<file path="src/rtl/alu_driver.sv">
// Sequential front-end that loads A, B and opcode into the ALU via push-button steps, then captures res and flags.
// Latency: result_valid is visible two cycles after the opcode-step pulse, plus SYNC_STAGES+DB_CYCLES cycles of button filtering.
// Backpressure: none; a step pulse arriving while in S_EXEC is dropped, and the clear button overrides the step button.
//
// Ports:
//   clk, rst_n              clock and asynchronous active-low reset
//   sw_data, sw_code        switch values captured as operand A/B and as the opcode
//   btn_next, btn_clr       raw asynchronous push-buttons: advance the sequence / abort it
//   alu_opa/opb/code        registered operands and opcode driven into the external ALU
//   alu_res                 combinational ALU result
//   result, result_valid    captured result and its valid flag
//   carry, borrow, zero     unsigned status flags for the captured result
//   state_led               current FSM state encoding
module alu_driver #(
    parameter int W           = 4,
    parameter int SYNC_STAGES = 2,
    parameter int DB_CYCLES   = 4
) (
    input  logic         clk,
    input  logic         rst_n,
    input  logic [W-1:0] sw_data,
    input  logic [2:0]   sw_code,
    input  logic         btn_next,
    input  logic         btn_clr,
    output logic [W-1:0] alu_opa,
    output logic [W-1:0] alu_opb,
    output logic [2:0]   alu_code,
    input  logic [W-1:0] alu_res,
    output logic [W-1:0] result,
    output logic         result_valid,
    output logic         carry,
    output logic         borrow,
    output logic         zero,
    output logic [2:0]   state_led
);

    localparam int CW = (DB_CYCLES > 1) ? $clog2(DB_CYCLES) : 1;
    localparam logic [CW-1:0] CNT_MAX = CW'(DB_CYCLES - 1);

    typedef enum logic [2:0] {
        S_A    = 3'd0,
        S_B    = 3'd1,
        S_OP   = 3'd2,
        S_EXEC = 3'd3,
        S_SHOW = 3'd4
    } state_t;

    // Bit 0 is the step button, bit 1 the clear button.
    logic [1:0] btn_raw;
    logic [1:0] btn_pulse;
    assign btn_raw = {btn_clr, btn_next};

    for (genvar i = 0; i < 2; i++) begin : g_btn
        logic [SYNC_STAGES-1:0] sync_q;
        logic [CW-1:0]          cnt_q;
        logic                   db_q;
        logic                   db_d_q;

        always_ff @(posedge clk or negedge rst_n) begin
            if (!rst_n) begin
                sync_q <= '0;
                cnt_q  <= '0;
                db_q   <= 1'b0;
                db_d_q <= 1'b0;
            end else begin
                sync_q[0] <= btn_raw[i];
                for (int k = 1; k < SYNC_STAGES; k++) begin
                    sync_q[k] <= sync_q[k-1];
                end
                db_d_q <= db_q;
                // Any sample agreeing with the debounced level restarts the count,
                // so only DB_CYCLES consecutive differing samples flip the level.
                if (sync_q[SYNC_STAGES-1] != db_q) begin
                    if (cnt_q == CNT_MAX) begin
                        db_q  <= ~db_q;
                        cnt_q <= '0;
                    end else begin
                        cnt_q <= cnt_q + 1'b1;
                    end
                end else begin
                    cnt_q <= '0;
                end
            end
        end

        // Press only: a falling debounced level yields nothing.
        assign btn_pulse[i] = db_q & ~db_d_q;
    end

    logic next_pulse;
    logic clr_pulse;
    assign next_pulse = btn_pulse[0];
    assign clr_pulse  = btn_pulse[1];

    state_t state_q, state_d;
    logic   ld_a, ld_b, ld_op, capture, clear_flags;

    always_ff @(posedge clk or negedge rst_n) begin
        if (!rst_n) begin
            state_q <= S_A;
        end else begin
            state_q <= state_d;
        end
    end

    always_comb begin
        state_d     = state_q;
        ld_a        = 1'b0;
        ld_b        = 1'b0;
        ld_op       = 1'b0;
        capture     = 1'b0;
        clear_flags = 1'b0;
        if (clr_pulse) begin
            state_d = S_A;
        end else begin
            case (state_q)
                S_A:    if (next_pulse) begin ld_a  = 1'b1; state_d = S_B;    end
                S_B:    if (next_pulse) begin ld_b  = 1'b1; state_d = S_OP;   end
                S_OP:   if (next_pulse) begin ld_op = 1'b1; state_d = S_EXEC; end
                S_EXEC: begin capture = 1'b1; state_d = S_SHOW; end
                S_SHOW: if (next_pulse) begin clear_flags = 1'b1; state_d = S_A; end
                default: state_d = S_A;
            endcase
        end
    end

    logic [W-1:0] a_q, b_q, result_q;
    logic [2:0]   op_q;
    logic         valid_q, carry_q, borrow_q, zero_q;
    logic [W:0]   sum;

    // Extra bit catches the unsigned add overflow independently of the ALU.
    assign sum = {1'b0, a_q} + {1'b0, b_q};

    always_ff @(posedge clk or negedge rst_n) begin
        if (!rst_n) begin
            a_q      <= '0;
            b_q      <= '0;
            op_q     <= '0;
            result_q <= '0;
            valid_q  <= 1'b0;
            carry_q  <= 1'b0;
            borrow_q <= 1'b0;
            zero_q   <= 1'b0;
        end else if (clr_pulse) begin
            a_q      <= '0;
            b_q      <= '0;
            op_q     <= '0;
            result_q <= '0;
            valid_q  <= 1'b0;
            carry_q  <= 1'b0;
            borrow_q <= 1'b0;
            zero_q   <= 1'b0;
        end else begin
            if (ld_a)  a_q  <= sw_data;
            if (ld_b)  b_q  <= sw_data;
            if (ld_op) op_q <= sw_code;
            if (capture) begin
                result_q <= alu_res;
                carry_q  <= (op_q == 3'b000) && sum[W];
                borrow_q <= (op_q == 3'b001) && (a_q < b_q);
                zero_q   <= (alu_res == '0);
                valid_q  <= 1'b1;
            end
            // The result register is kept so the display can still show it.
            if (clear_flags) begin
                valid_q  <= 1'b0;
                carry_q  <= 1'b0;
                borrow_q <= 1'b0;
                zero_q   <= 1'b0;
            end
        end
    end

    assign alu_opa      = a_q;
    assign alu_opb      = b_q;
    assign alu_code     = op_q;
    assign result       = result_q;
    assign result_valid = valid_q;
    assign carry        = carry_q;
    assign borrow       = borrow_q;
    assign zero         = zero_q;
    assign state_led    = state_q;

endmodule

</file>
<file path="config.mk">
export PLATFORM = sky130hd
export DESIGN_NAME = alu_driver
export DESIGN_NICKNAME = d
export VERILOG_FILES = /design/src/rtl/alu_driver.sv
export SDC_FILE = /design/constraint.sdc
export NUM_CORES = 1
export LEC_CHECK = 0
export ABC_AREA = 1
export BUFFER_PORTS_ARGS = -buffer_cell sky130_fd_sc_hd__buf_2
export CAP_MARGIN = 20
export CORE_UTILIZATION = 40
export CTS_BUF_LIST = sky130_fd_sc_hd__clkbuf_8
export CTS_CLUSTER_DIAMETER = 150
export DETAILED_ROUTE_END_ITERATION = 10
export PLACE_DENSITY = 0.65
export SETUP_SLACK_MARGIN = 0.3
export SLEW_MARGIN = 20
export SYNTH_ARGS = -nofsm -noshare
export SYNTH_HDL_FRONTEND = slang
export SYNTH_SLANG_ARGS = --single-unit
</file>
<file path="constraint.sdc">
create_clock -name clk -period 1.1 [get_ports clk]
set_input_delay 0.055 -clock clk [delete_from_list [all_inputs] [get_ports clk]]
set_output_delay 0.055 -clock clk [all_outputs]
set_load 0.02 [all_outputs]
</file>
==> impl_metrics.py <==
metrics = {
    "routing": {
        "drt-total-wl_um": 3730,
        "via_per_inst": 4.63,
        "vias": 1444,
        "drt-pass1-iter-count": 4,
        "drt-initial-drc-count": 99,
        "drc_errors": 0,
        "wl_per_cell_um": 11.9,
        "ant_nets": 0,
    },
    "worst_setup_path": {
        "cp-start-kind": "flop",
        "cp_max_fo": 4,
        "critPathKind": "flop to flop",
        "cp_top_family": "flip-flops",
        "crit_chain": "ha_4 > nand2_4 > nand2_2 > nor2_4 > nand3_2 > nand2_2",
        "cpMostUsedCell": "nand2_2",
        "cp_slowest_cell": "dfrtp_2",
        "worst-path-buf-inv": 0,
        "cpPeakStageDelay_ns": 0.44,
        "worstPathArrival_ns": 1.39,
        "crit_path_end_kind": "flop",
        "required_ns": 1.33,
    },
    "power_and_ir_drop": {
        "p_per_area_nw_per_um2": 2800,
        "vdd_ir_drop_max_v": 0.00150,
        "p_sw_mw": 3.12,
        "p_int_mw": 4.48,
        "seqPwrFrac": 0.284,
        "combPwrFrac": 0.593,
        "total_power_mw": 7.60,
        "switching_share": 0.411,
        "clkPwrFrac": 0.123,
        "p_leak_nw": 1.39,
    },
    "yosys": {
        "synth-warning-count": 0,
        "syn_avg_cell_area_sq_um": 8.97,
        "synth_top_area_cell": "dfrtp_1",
        "ys_seq_area_frac": 0.527,
        "synth_area_leaders": "dfrtp_1, nand2_1, ha_1",
        "ys_ff_latch": 34,
        "synth_nets": 203,
        "synth_top_cell_area_share": 0.527,
        "ys_types": 21,
        "netlist_area_sq_um": 1620,
        "syn_inst": 180,
    },
    "floorplan": {
        "start_util": 0.428,
        "dieHeight_um": 65.5,
        "num_rows": 22,
        "die_w_um": 65.5,
        "dieArea_sq_um": 4300,
        "coreArea_sq_um": 3770,
        "ios": 37,
    },
    "timing": {
        "grt_setup_unrepaired": "true",
        "max_slew_margin": 0.815,
        "hold_viol": 0,
        "setup_viol": 7,
        "setup_ws_ns": -0.0593,
        "fmax_mhz": 863,
        "slew_viol_final": 0,
        "worstMarginPinSlew_ns": 0.276,
        "fin_crit_ns": 1.16,
        "fin_crit_sh": 1.05,
        "fin_worst_skew_ns": 0.00470,
    },
    "final_layout": {
        "diodes": 0,
        "stdcell_count": 312,
        "drive_gt1_frac": 0.557,
        "nFillCells": 264,
        "layout.nets": 286,
        "area_growth_pct": 67.9,
    },
    "grt": {
        "track_usage": 0.196,
        "first_global_vias": 1435,
        "antenna_found_initial": 0,
        "grt-ovfl-total": 0,
        "grt_pass1_wl_um": 6220,
        "grt_max_degree": 35,
    },
    "place": {
        "port_buffers": 36,
        "dp_hpwl_um": 2400,
        "place.gp.congestion": 0.723,
        "placed_cells": 279,
    },
    "clocking": {
        "cts_inserted_buffers": 5,
        "insertion_delay_ns": 0.29,
        "root_buffer": "clkbuf_8",
        "tritoncts": "yes",
        "h-tree-depth": 2,
        "clk_pin_slew_ns": 0.07,
        "clockBufferDepth": 2,
        "cts.sinks": 34,
    },
    "outcome": {
        "outcome": "finished with violations",
        "violations": "negative setup slack",
    },
    "worst_hold_path": {
        "hold_class": "primary input to flop",
    },
    "flow_run": {
        "maxCapViolCount": 0,
    },
}
==> path summary, 6_finish.rpt <==
check | from | to | slack [ns] | cells past startpoint
setup / recovery | alu_opa[3] | borrow | -0.06 | 6
hold / removal | sw_code[0] | alu_code[0] | 0.03 | 3
setup reg to reg | alu_opa[3] | borrow | -0.06 | 6
hold reg to reg | g_btn[1].sync_q[0] | g_btn[1].sync_q[1] | 0.35 | 0
max in group asynchronous | rst_n | alu_opb[2] | 0.65 | 3
min in group asynchronous | rst_n | g_btn[1].cnt_q[1] | 0.26 | 3
==> cell families (layout without fill, tap and decap cells) <==
kind of cell | count (synthesis) | after routing | share of synthesized area
DFF | 34 | 34 | 0.527
AOI/OAI and AO/OA | 8 | 8 | 0.0248
buffers and inverters | 29 | 113 | 0.0775
and+or+nand+nor | 99 | 99 | 0.298
xor gates and xnor gates | 2 | 2 | 0.0108
adders and majority gates | 8 | 8 | 0.0620
==> sequential cells by signal, indices dropped and copies added, names as in the netlist, 2 cells and up <==
name          cells
alu_opa           4
alu_opb           4
g_btn.cnt_q       4
g_btn.sync_q      4
result            4
alu_code          3
state_led         3
g_btn.db_d_q      2
g_btn.db_q        2
==> worst register-to-register path, cell delays in order (launching register included) <==
cell and delay (ns):
dfrtp_2 0.44, ha_4 0.28, nand2_4 0.06, nand2_2 0.06, nor2_4 0.13, nand3_2 0.08
nand2_2 0.06
==> layout make-up <==
cell class,count,area [sq um],area share
clock buffers,6,82.6,0.0305
inverters,28,113,0.0415
flip-flops and latches,34,862,0.318
multi-input cells,117,886,0.327
clock inverters,2,8.76,0.00323
repair buffers,77,699,0.258
well taps,48,60.1,0.0222
==> metal layers <==
metal  GRT usage  wire (um)  vias to the layer above
met4      0.0652         40                        0
li1            -          -                      726
met3      0.0573        106                        5
met1       0.245       1640                      692
met2       0.325       1950                       21
met5           0          0                        -
==> Yosys cell counts <==
library cell and instances:
inv_6 1, xnor2_1 2, nor2_4 5, o21ai_1 1
nor2_2 2, nor2_1 16, inv_2 2, buf_8 1
nand2_4 1, nor3_1 2, ha_1 8, o21ai_0 6
dfrtp_1 34, a21oi_1 1, nor2_8 1, inv_1 25
nand3_1 15, nand2_2 3, nand4_1 5, or2_2 1
nand2_1 48
==> per-stage QoR <==
step | TNS (ns) | hold WS (ns) | setup WS, ns | instance area [sq um] | utilization
floorplan | -0.0835 | -0.241 | -0.0423 | 1690 | -
global placement | -0.0111 | 0.0249 | -0.0111 | 2050 | 0.544
detailed placement | -0.0370 | 0.0269 | -0.0316 | 2050 | 0.544
CTS | -0.118 | 0.0248 | -0.0358 | 2500 | 0.664
global route | -1.21 | 0.0181 | -0.128 | 2710 | 0.719
finish | -0.246 | 0.0264 | -0.0593 | 2710 | 0.719
==> power by group through the flow <==
stage | Combinational, mW | Sequential (mW) | Clock [mW]
floorplan | 1.57 | 2.43 | 0
global placement | 2.87 | 2.08 | 0
detailed placement | 2.91 | 2.09 | 0
CTS | 3.80 | 2.13 | 0.954
global route | 4.90 | 2.21 | 1.02
finish | 4.51 | 2.16 | 0.934
==> layout by cell type, fill, tap and decap left out, drive strengths merged, types with 2 or more instances in the layout <==
| master | netlist | layout |
|---|---|---|
| nor2 | 24 | 24 |
| buf | 1 | 74 |
| o21ai | 7 | 7 |
| dlygate4sd3 | 0 | 3 |
| nand4 | 5 | 5 |
| nand2 | 52 | 52 |
| nand3 | 15 | 15 |
| nor3 | 2 | 2 |
| dfrtp | 34 | 34 |
| xnor2 | 2 | 2 |
| ha | 8 | 8 |
| inv | 28 | 29 |
| clkbuf | 0 | 6 |
==> timing repair <==
| action | in CTS | in global routing |
|---|---|---|
| gates resized for setup | 71 | 32 |
| pin swaps | 21 | 15 |
| setup buffers | 11 | 11 |
| hold buffers | 3 | 0 |
| setup endpoints to repair | 50 | 50 |
| hold endpoints to repair | 36 | 0 |
No activity file was read; power rests on OpenSTA's default activity.
